--- config.mk ---
export PLATFORM = sky130hd
export DESIGN_NAME = subtrator_placar
export DESIGN_NICKNAME = d
export VERILOG_FILES = /design/src/rtl/subtrator_placar_pkg.sv /design/src/rtl/subtrator_placar_subtrator1bt.sv /design/src/rtl/subtrator_placar.sv
export SDC_FILE = /design/constraint.sdc
export NUM_CORES = 1
export LEC_CHECK = 0
export BUFFER_PORTS_ARGS = -buffer_cell sky130_fd_sc_hd__buf_4
export CORE_UTILIZATION = 55
export CTS_CLUSTER_SIZE = 10
export DETAILED_ROUTE_END_ITERATION = 12
export PLACE_DENSITY = 0.78
export SLEW_MARGIN = 20
export SYNTH_ARGS = -nofsm -noshare
export SYNTH_HDL_FRONTEND = slang
export SYNTH_SLANG_ARGS = --single-unit
export TNS_END_PERCENT = 1
--- constraint.sdc ---
create_clock -name clk -period 2.7 [get_ports clk]
set_input_delay 0.54 -clock clk [delete_from_list [all_inputs] [get_ports clk]]
set_output_delay 0.54 -clock clk [all_outputs]
set_load 0.01 [all_outputs]
--- src/rtl/subtrator_placar_pkg.sv ---
// subtrator_placar_pkg: shared FSM state type and default widths for the serial score subtractor.
// Rev 1.0
`default_nettype none

package subtrator_placar_pkg;

  localparam int SCORE_W_DEF = 7;
  localparam int AMT_W_DEF   = 2;

  typedef enum logic [1:0] {
    IDLE = 2'd0,
    CALC = 2'd1,
    DONE = 2'd2
  } state_t;

endpackage

`default_nettype wire

--- src/rtl/subtrator_placar_subtrator1bt.sv ---
// subtrator1bt: single-bit full subtractor (D = A - B - Bin, Bout = borrow out).
// Rev 1.0
`default_nettype none

module subtrator1bt
  import subtrator_placar_pkg::*;
(
  input  logic A,
  input  logic B,
  input  logic Bin,
  output logic D,
  output logic Bout
);

  assign D    = A ^ B ^ Bin;
  assign Bout = (~A & B) | (~A & Bin) | (B & Bin);

endmodule

`default_nettype wire

--- src/rtl/subtrator_placar.sv ---
// subtrator_placar: bit-serial score subtractor, one bit per cycle, LSB first.
// Macro UNDERFLOW_SAT_EN clamps an underflowing result to 0 instead of wrapping. Rev 1.0
`default_nettype none

module subtrator_placar
  import subtrator_placar_pkg::*;
#(
  parameter int SCORE_W = SCORE_W_DEF,
  parameter int AMT_W   = AMT_W_DEF
) (
  input  logic               clk,
  input  logic               rst_n,
  input  logic               load,
  input  logic [SCORE_W-1:0] load_val,
  input  logic               start,
  input  logic [AMT_W-1:0]   B,
  output logic [SCORE_W-1:0] S,
  output logic               busy,
  output logic               done,
  output logic               Bout
);

  localparam int IDX_W = (SCORE_W > 1) ? $clog2(SCORE_W) : 1;
  localparam logic [IDX_W-1:0] LAST_IDX = IDX_W'(SCORE_W - 1);

  state_t             r_state;
  logic [SCORE_W-1:0] r_s;
  logic [SCORE_W-1:0] r_a;
  logic [SCORE_W-1:0] r_opnd;
  logic [SCORE_W-1:0] r_res;
  logic [IDX_W-1:0]   r_idx;
  logic               r_borrow;
  logic               r_busy;
  logic               r_done;
  logic               r_bout;

  logic w_d;
  logic w_bout;

  // One full subtractor shared across all bit positions via the shift registers.
  subtrator1bt u_sub (
    .A    (r_a[0]),
    .B    (r_opnd[0]),
    .Bin  (r_borrow),
    .D    (w_d),
    .Bout (w_bout)
  );

  always_ff @(posedge clk or negedge rst_n) begin
    if (!rst_n) begin
      r_state  <= IDLE;
      r_s      <= '0;
      r_a      <= '0;
      r_opnd   <= '0;
      r_res    <= '0;
      r_idx    <= '0;
      r_borrow <= 1'b0;
      r_busy   <= 1'b0;
      r_done   <= 1'b0;
      r_bout   <= 1'b0;
    end else begin
      r_done <= 1'b0;
      case (r_state)
        IDLE: begin
          if (load) begin
            r_s    <= load_val;
            r_bout <= 1'b0;
          end else if (start && !r_busy) begin
            r_opnd   <= SCORE_W'(B);
            r_a      <= r_s;
            r_borrow <= 1'b0;
            r_idx    <= '0;
            r_busy   <= 1'b1;
            r_state  <= CALC;
          end
        end
        CALC: begin
          r_res    <= {w_d, r_res[SCORE_W-1:1]};
          r_a      <= r_a >> 1;
          r_opnd   <= r_opnd >> 1;
          r_borrow <= w_bout;
          r_idx    <= r_idx + IDX_W'(1);
          if (r_idx == LAST_IDX) begin
            r_state <= DONE;
          end
        end
        DONE: begin
`ifdef UNDERFLOW_SAT_EN
          r_s <= r_borrow ? '0 : r_res;
`else
          r_s <= r_res;
`endif
          r_bout  <= r_borrow;
          r_done  <= 1'b1;
          r_busy  <= 1'b0;
          r_state <= IDLE;
        end
        default: begin
          r_busy  <= 1'b0;
          r_state <= IDLE;
        end
      endcase
    end
  end

  assign S    = r_s;
  assign busy = r_busy;
  assign done = r_done;
  assign Bout = r_bout;

endmodule

`default_nettype wire

==> results of run 1 <==
==> layout make-up <==
cell class	count	share of cell area, %
Inverter	4	0.8785
Sequential cell	32	46.85
Multi-Input combinational cell	73	36.97
Tap cell	30	2.196
Timing Repair Buffer	22	9.663
Clock buffer	8	3.441
==> per-stage QoR <==
step / util [%] / hold slack, ns
5_1_grt: 67.76 / 0.1446
3_5_place_dp: 65.43 / 0.4867
2_1_floorplan: - / 0.2444
3_3_place_gp: 65.43 / 0.4849
6_report: 67.76 / 0.1268
4_1_cts: 67.76 / 0.1385
==> cell families after synthesis <==
kind of cell,count (synthesis)
adder cells (fa/ha/maj),3
AO/OA/AOI/OAI,31
flip-flops,32
AND/OR/NAND/NOR,17
multiplexers,22
buffers and inverters,10
==> worst min path at each step <==
| stage | cells past startpoint | to | slack, ns |
|---|---|---|---|
| global route | 1 | S[3] | 0.14 |
| global placement | 1 | r_a[2] | 0.48 |
| CTS | 1 | r_a[6] | 0.14 |
| floorplan | 0 | Bout | 0.24 |
| detailed placement | 1 | Bout | 0.49 |
| finish | 1 | done | 0.13 |
==> sequential cells by signal, summed over array words and instances (netlist names) <==
name      count
r_res         7
r_opnd        2
r_borrow      1
S             7
busy          1
r_a           7
r_state       2
done          1
Bout          1
r_idx         3
==> synthesized netlist by cell type, drive strengths merged <==
cell	count
dfrtp	32
mux2	19
nor2b	8
o21ai	7
a21oi	6
a22oi	6
clkbuf	4
inv	4
a22o	3
mux2i	3
buf	2
ha	2
nand2	2
nand2b	2
nor3b	2
a211o	1
a21o	1
a31o	1
a31oi	1
and2	1
fa	1
nor2	1
nor4	1
o21bai	1
o22ai	1
o2bb2ai	1
o31a	1
o31ai	1
==> routing by layer <==
metal | up-vias | global-route usage, %
met5 | - | 0
met4 | 0 | 13.16
met3 | 7 | 5.932
met2 | 17 | 33.74
met1 | 465 | 30.02
li1 | 465 | -
==> power by group through the flow <==
stage	Sequential (W)	Combinational [W]	Clock, W
after floorplan	0.000857	0.000627	0
after global placement	0.000892	0.000792	0
after detailed placement	0.000901	0.000830	0
after CTS	0.000890	0.000832	0.000287
after global routing	0.000922	0.000897	0.000312
final	0.000891	0.000819	0.000280
==> cell usage in the layout (no fill, tap or decap), types with 2 or more instances in the layout <==
master,instances
nand2b_4,2
mux2i_1,3
a21oi_1,6
nor3b_1,2
a22o_1,3
nand2_1,2
ha_1,2
buf_4,22
mux2_1,3
nor2b_1,8
inv_1,4
mux2_2,16
o21ai_0,7
clkbuf_4,5
dfrtp_1,32
clkbuf_1,2
a22oi_1,6
==> impl_metrics.toml, run 1 <==
[critical_path]
crit_fanout = 22
cp.required_ns = 2.91
startpoint = "r_state[1]"
r2r-end = "r_a[3]"
regToRegSetupSlack_ns = 0.87
crit_type = "flip-flop to flip-flop"
crit_slowest_cell = "dfrtp_1"
worst-path-buf-inv = 0
cp-endpoint = "r_a[3]"
rr_worst_depth = 3
arrival_ns = 2.04
crit_chain = "nand2b_4 > mux2_1 > mux2_2"
endpoint_kind = "flip-flop"
start_kind = "flip-flop"
path_depth = 3
crit_family = "flip-flops"
timing.rr.start = "r_state[1]"
critPathMaxStageDelay_ns = 0.66

[timing]
slew_headroom_pct = 60.88
slew_violations = 0
hold_viol = 0
layout_setup_ws_ns = 0.8714
skew_ns = 0.009174
min_period_over_period_pct = 67.73
fin_tns_setup_ns = 0
finalSetupViolations = 0
post-route-min-period_ns = 1.829
tightest_slew_ns = 0.5857
rsz0062_at_grt = "no"
fmaxAchievable_mhz = 546.9

[synthesis]
yosys.area.top_type = "dfrtp_1"
synth_top_family_by_area = "multiplexers"
synth_area_per_cell_um2 = 12.89
ys_seq_area_share_pct = 54.01
ys_types = 31
synth_area_um2 = 1483
ys_ff_latch = 32
syn_nets = 131
synth_compound_area_share_pct = 14.85
yosys_warnings = 0
synth.mux.area_fraction_pct = 16.46
synth_fa_ha_area_share_pct = 3.038
postSynthCellCount = 115
synth-simple-area-share_pct = 8.270
synth-xor-area-share_pct = 0
netlist.area_leader.share_pct = 54.01
synth_area_leaders = "dfrtp_1, mux2_2, nor2b_1"

[finish]
nets = 154
layout-drive-gt1-share_pct = 35.25
multiInputGateArea_um2 = 631.9
area_delta_synth_final_pct = 15.27
fin_cells = 169
fin_area_um2 = 1709
fillers = 202
antenna_cells = 0
regArea_um2 = 800.8

[global_route]
grt_max_degree = 33
grt_pass1_vias = 926
track_usage_pct = 22.78
grt_pass1_wl_mm = 4.409
grt.overflow.total = 0
antenna_found_initial = 0

[clock_tree]
ctsHtreeMaxLevel = 2
clk_pin_slew_ns = 0.10
cts_hold_buf = 0
postCtsSetupBuffers = 0
cts_buffers = 5
cts_buffer_depth = 2
cts_sinks = 32
cts_tree = "yes"
post_cts_resized = 0
cts-root-buf = "clkbuf_4"
clock_latency_ns = 0.32

[floorplan]
die_area_um2 = 2907
rows = 18
die_h_um = 53.92
initial_utilization_pct = 58.78
die_w_um = 53.92
io_pins = 23
coreArea_um2 = 2522

[detailed_routing]
met3WireLength_um = 87
wl_met2_mm = 1.264
routedWlPerCell_um = 15.84
wl_mm = 2.677
routed_via_density = 5.645
top_layer_used = "met4"
vias = 954
first_pass_iters = 4
ant_nets = 0
m1WireLength_mm = 1.265
drtIter0Drc = 16
drc = 0

[power]
p_clk_share_pct = 14.1
p_per_area_nw_per_um2 = 1164
total_power_w = 0.001990
p_sw_w = 0.0006890
leakage_nw = 0.7747
power_frac_seq_pct = 44.8
vdd_ir_drop_max_v = 0.0007659
pwr-share-comb_pct = 41.2
p_sw_share_pct = 34.62
p_int_w = 0.001301

[placed_design]
numPortBuffers = 22
gp_congestion = 0.7467
dp.cells = 161
dp_hpwl_mm = 1.915
post-place-ws_ns = 0.9024
dpl-instance-area_um2 = 1650

[run]
drv_cap = 0

[status]
outcome = "finished, final reports clean"

[min_path]
hold_path_class = "input pin to async pin"
No activity file was read; power rests on OpenSTA's default activity.
==> run 2, diff against run 1 <==
- clock period: 2.7 -> 1.75 ns (I/O delays scaled with it)
==> run 2 against run 1 <==
Effect of this change:
- fmax rose by 21%
- critical endpoint is now r_a[0]
- sequential share of layout area fell by 1.1 points
- clock-buffer cell count did not move
==> impl_metrics.toml, run 2 (same netlist as run 1, synthesis figures left out) <==
[clock_tree]
cts_buffer_depth = 2
ctsHtreeMaxLevel = 2
clock_latency_ns = 0.33
cts-root-buf = "clkbuf_4"
cts_tree = "yes"
postCtsSetupBuffers = 0
cts_sinks = 32
clk_pin_slew_ns = 0.09
cts_buffers = 5
post_cts_resized = 0
cts_hold_buf = 1

[placed_design]
numPortBuffers = 22
gp_congestion = 0.6948
dpl-instance-area_um2 = 1680
dp_hpwl_mm = 1.987

[timing]
rsz0062_at_grt = "no"
slew_violations = 0
post-route-min-period_ns = 1.510
slew_headroom_pct = 67.10
finalSetupViolations = 0
hold_viol = 0
min_period_over_period_pct = 86.28
fin_tns_setup_ns = 0
fmaxAchievable_mhz = 662.3
tightest_slew_ns = 0.4934
skew_ns = 0.007310
hold_ws_ns = 0.2663

[floorplan]
die_w_um = 53.92
io_pins = 23
coreArea_um2 = 2522
initial_utilization_pct = 58.78
rows = 18
die_h_um = 53.92
die_area_um2 = 2907

[min_path]
hold_depth = 2
hold_path_class = "input pin to flip-flop"
min-delay-start = "B[1]"
worstHoldEndpoint = "r_opnd[1]"

[power]
leakage_nw = 0.7994
p_per_area_nw_per_um2 = 1782
vdd_ir_drop_max_v = 0.001317
total_power_w = 0.003118

[global_route]
grt_max_degree = 33
track_usage_pct = 23.98
antenna_found_initial = 0
grt_pass1_wl_mm = 4.616
grt_pass1_vias = 1026
grt.overflow.total = 0

[finish]
area_delta_synth_final_pct = 17.97
nets = 159
fillers = 204
multiInputGateArea_um2 = 631.9
regArea_um2 = 800.8
final_cell_mix = "dfrtp_1, buf_4, mux2_2"
final_util_pct = 69.35
antenna_cells = 0
layout-drive-gt1-share_pct = 36.81
layout_commonest_cell = "dfrtp_1"
fin_area_um2 = 1749

[critical_path]
rr_worst_depth = 3
crit_slowest_cell = "o31ai_4"
arrival_ns = 1.73
start_kind = "flip-flop"
crit_type = "flip-flop to flip-flop"
crit_fanout = 9
critPathMaxStageDelay_ns = 0.43
cp.required_ns = 1.97
endpoint_kind = "flip-flop"
timing.rr.start = "busy"
regToRegSetupSlack_ns = 0.24
crit_chain = "nand2b_4 > o31ai_4 > mux2_2"
r2r-end = "r_a[0]"

[detailed_routing]
vias = 997
routed_via_density = 5.730
routedWlPerCell_um = 16.09
drc = 0
wl_mm = 2.800
drtIter0Drc = 16
first_pass_iters = 4
ant_nets = 0

[status]
outcome = "finished, final reports clean"

[run]
drv_cap = 0
-- run 2: cell count changes in the layout (fill, tap and decap cells not counted) --
cell           before  now
buf_4              22   26
dlygate4sd3_1       0    1
-- run 2: how the worst max path moves through the flow --
stage / from / endpoint / cells after the start
after floorplan: busy / r_a[0] / 3
after global placement: load / r_a[0] / 3
after detailed placement: load / r_a[0] / 3
after CTS: busy / r_a[0] / 3
after global routing: busy / r_a[1] / 3
final: busy / r_a[0] / 3
-- run 2: cell type report --
type                    instances  area share (%)
inverters                       4          0.8584
multi-input cells              73           36.12
repair buffers                 27           11.73
clock buffers                   8           3.362
flip-flops and latches         32           45.78
well taps                      30           2.146
-- run 2: metrics by stage --
| step | setup slack (ns) | cells |
|---|---|---|
| floorplan | 0.3356 | 115 |
| global placement | 0.2704 | 165 |
| detailed placement | 0.2349 | 165 |
| CTS | 0.2331 | 174 |
| global route | 0.1920 | 174 |
| finish | 0.2400 | 174 |
-- run 2: worst max-delay path: cells and delay by family, from the launching register on --
family          cells  cell delay (ns)
mux                 1             0.39
flops               1             0.41
simple gates        1             0.17
compound gates      1             0.43
-- run 2: power breakdown --
group          internal [W]  total [W]  leakage [nW]  switching, W
Combinational      0.000767    0.00136         0.374      0.000589
Sequential          0.00108    0.00133         0.393      0.000255
Clock              0.000198   0.000429        0.0326      0.000231
Total               0.00204    0.00312         0.799       0.00107
-- run 2: routing by layer --
metal  wire, um  vias up  track usage, %  part of all wire, %
met5          0        -               0                    0
met4         59        0           13.16                  2.1
met3        102        8           5.932                  3.6
met2       1345       21           38.48                   48
met1       1292      495           29.41                   46
li1           -      473               -                    -
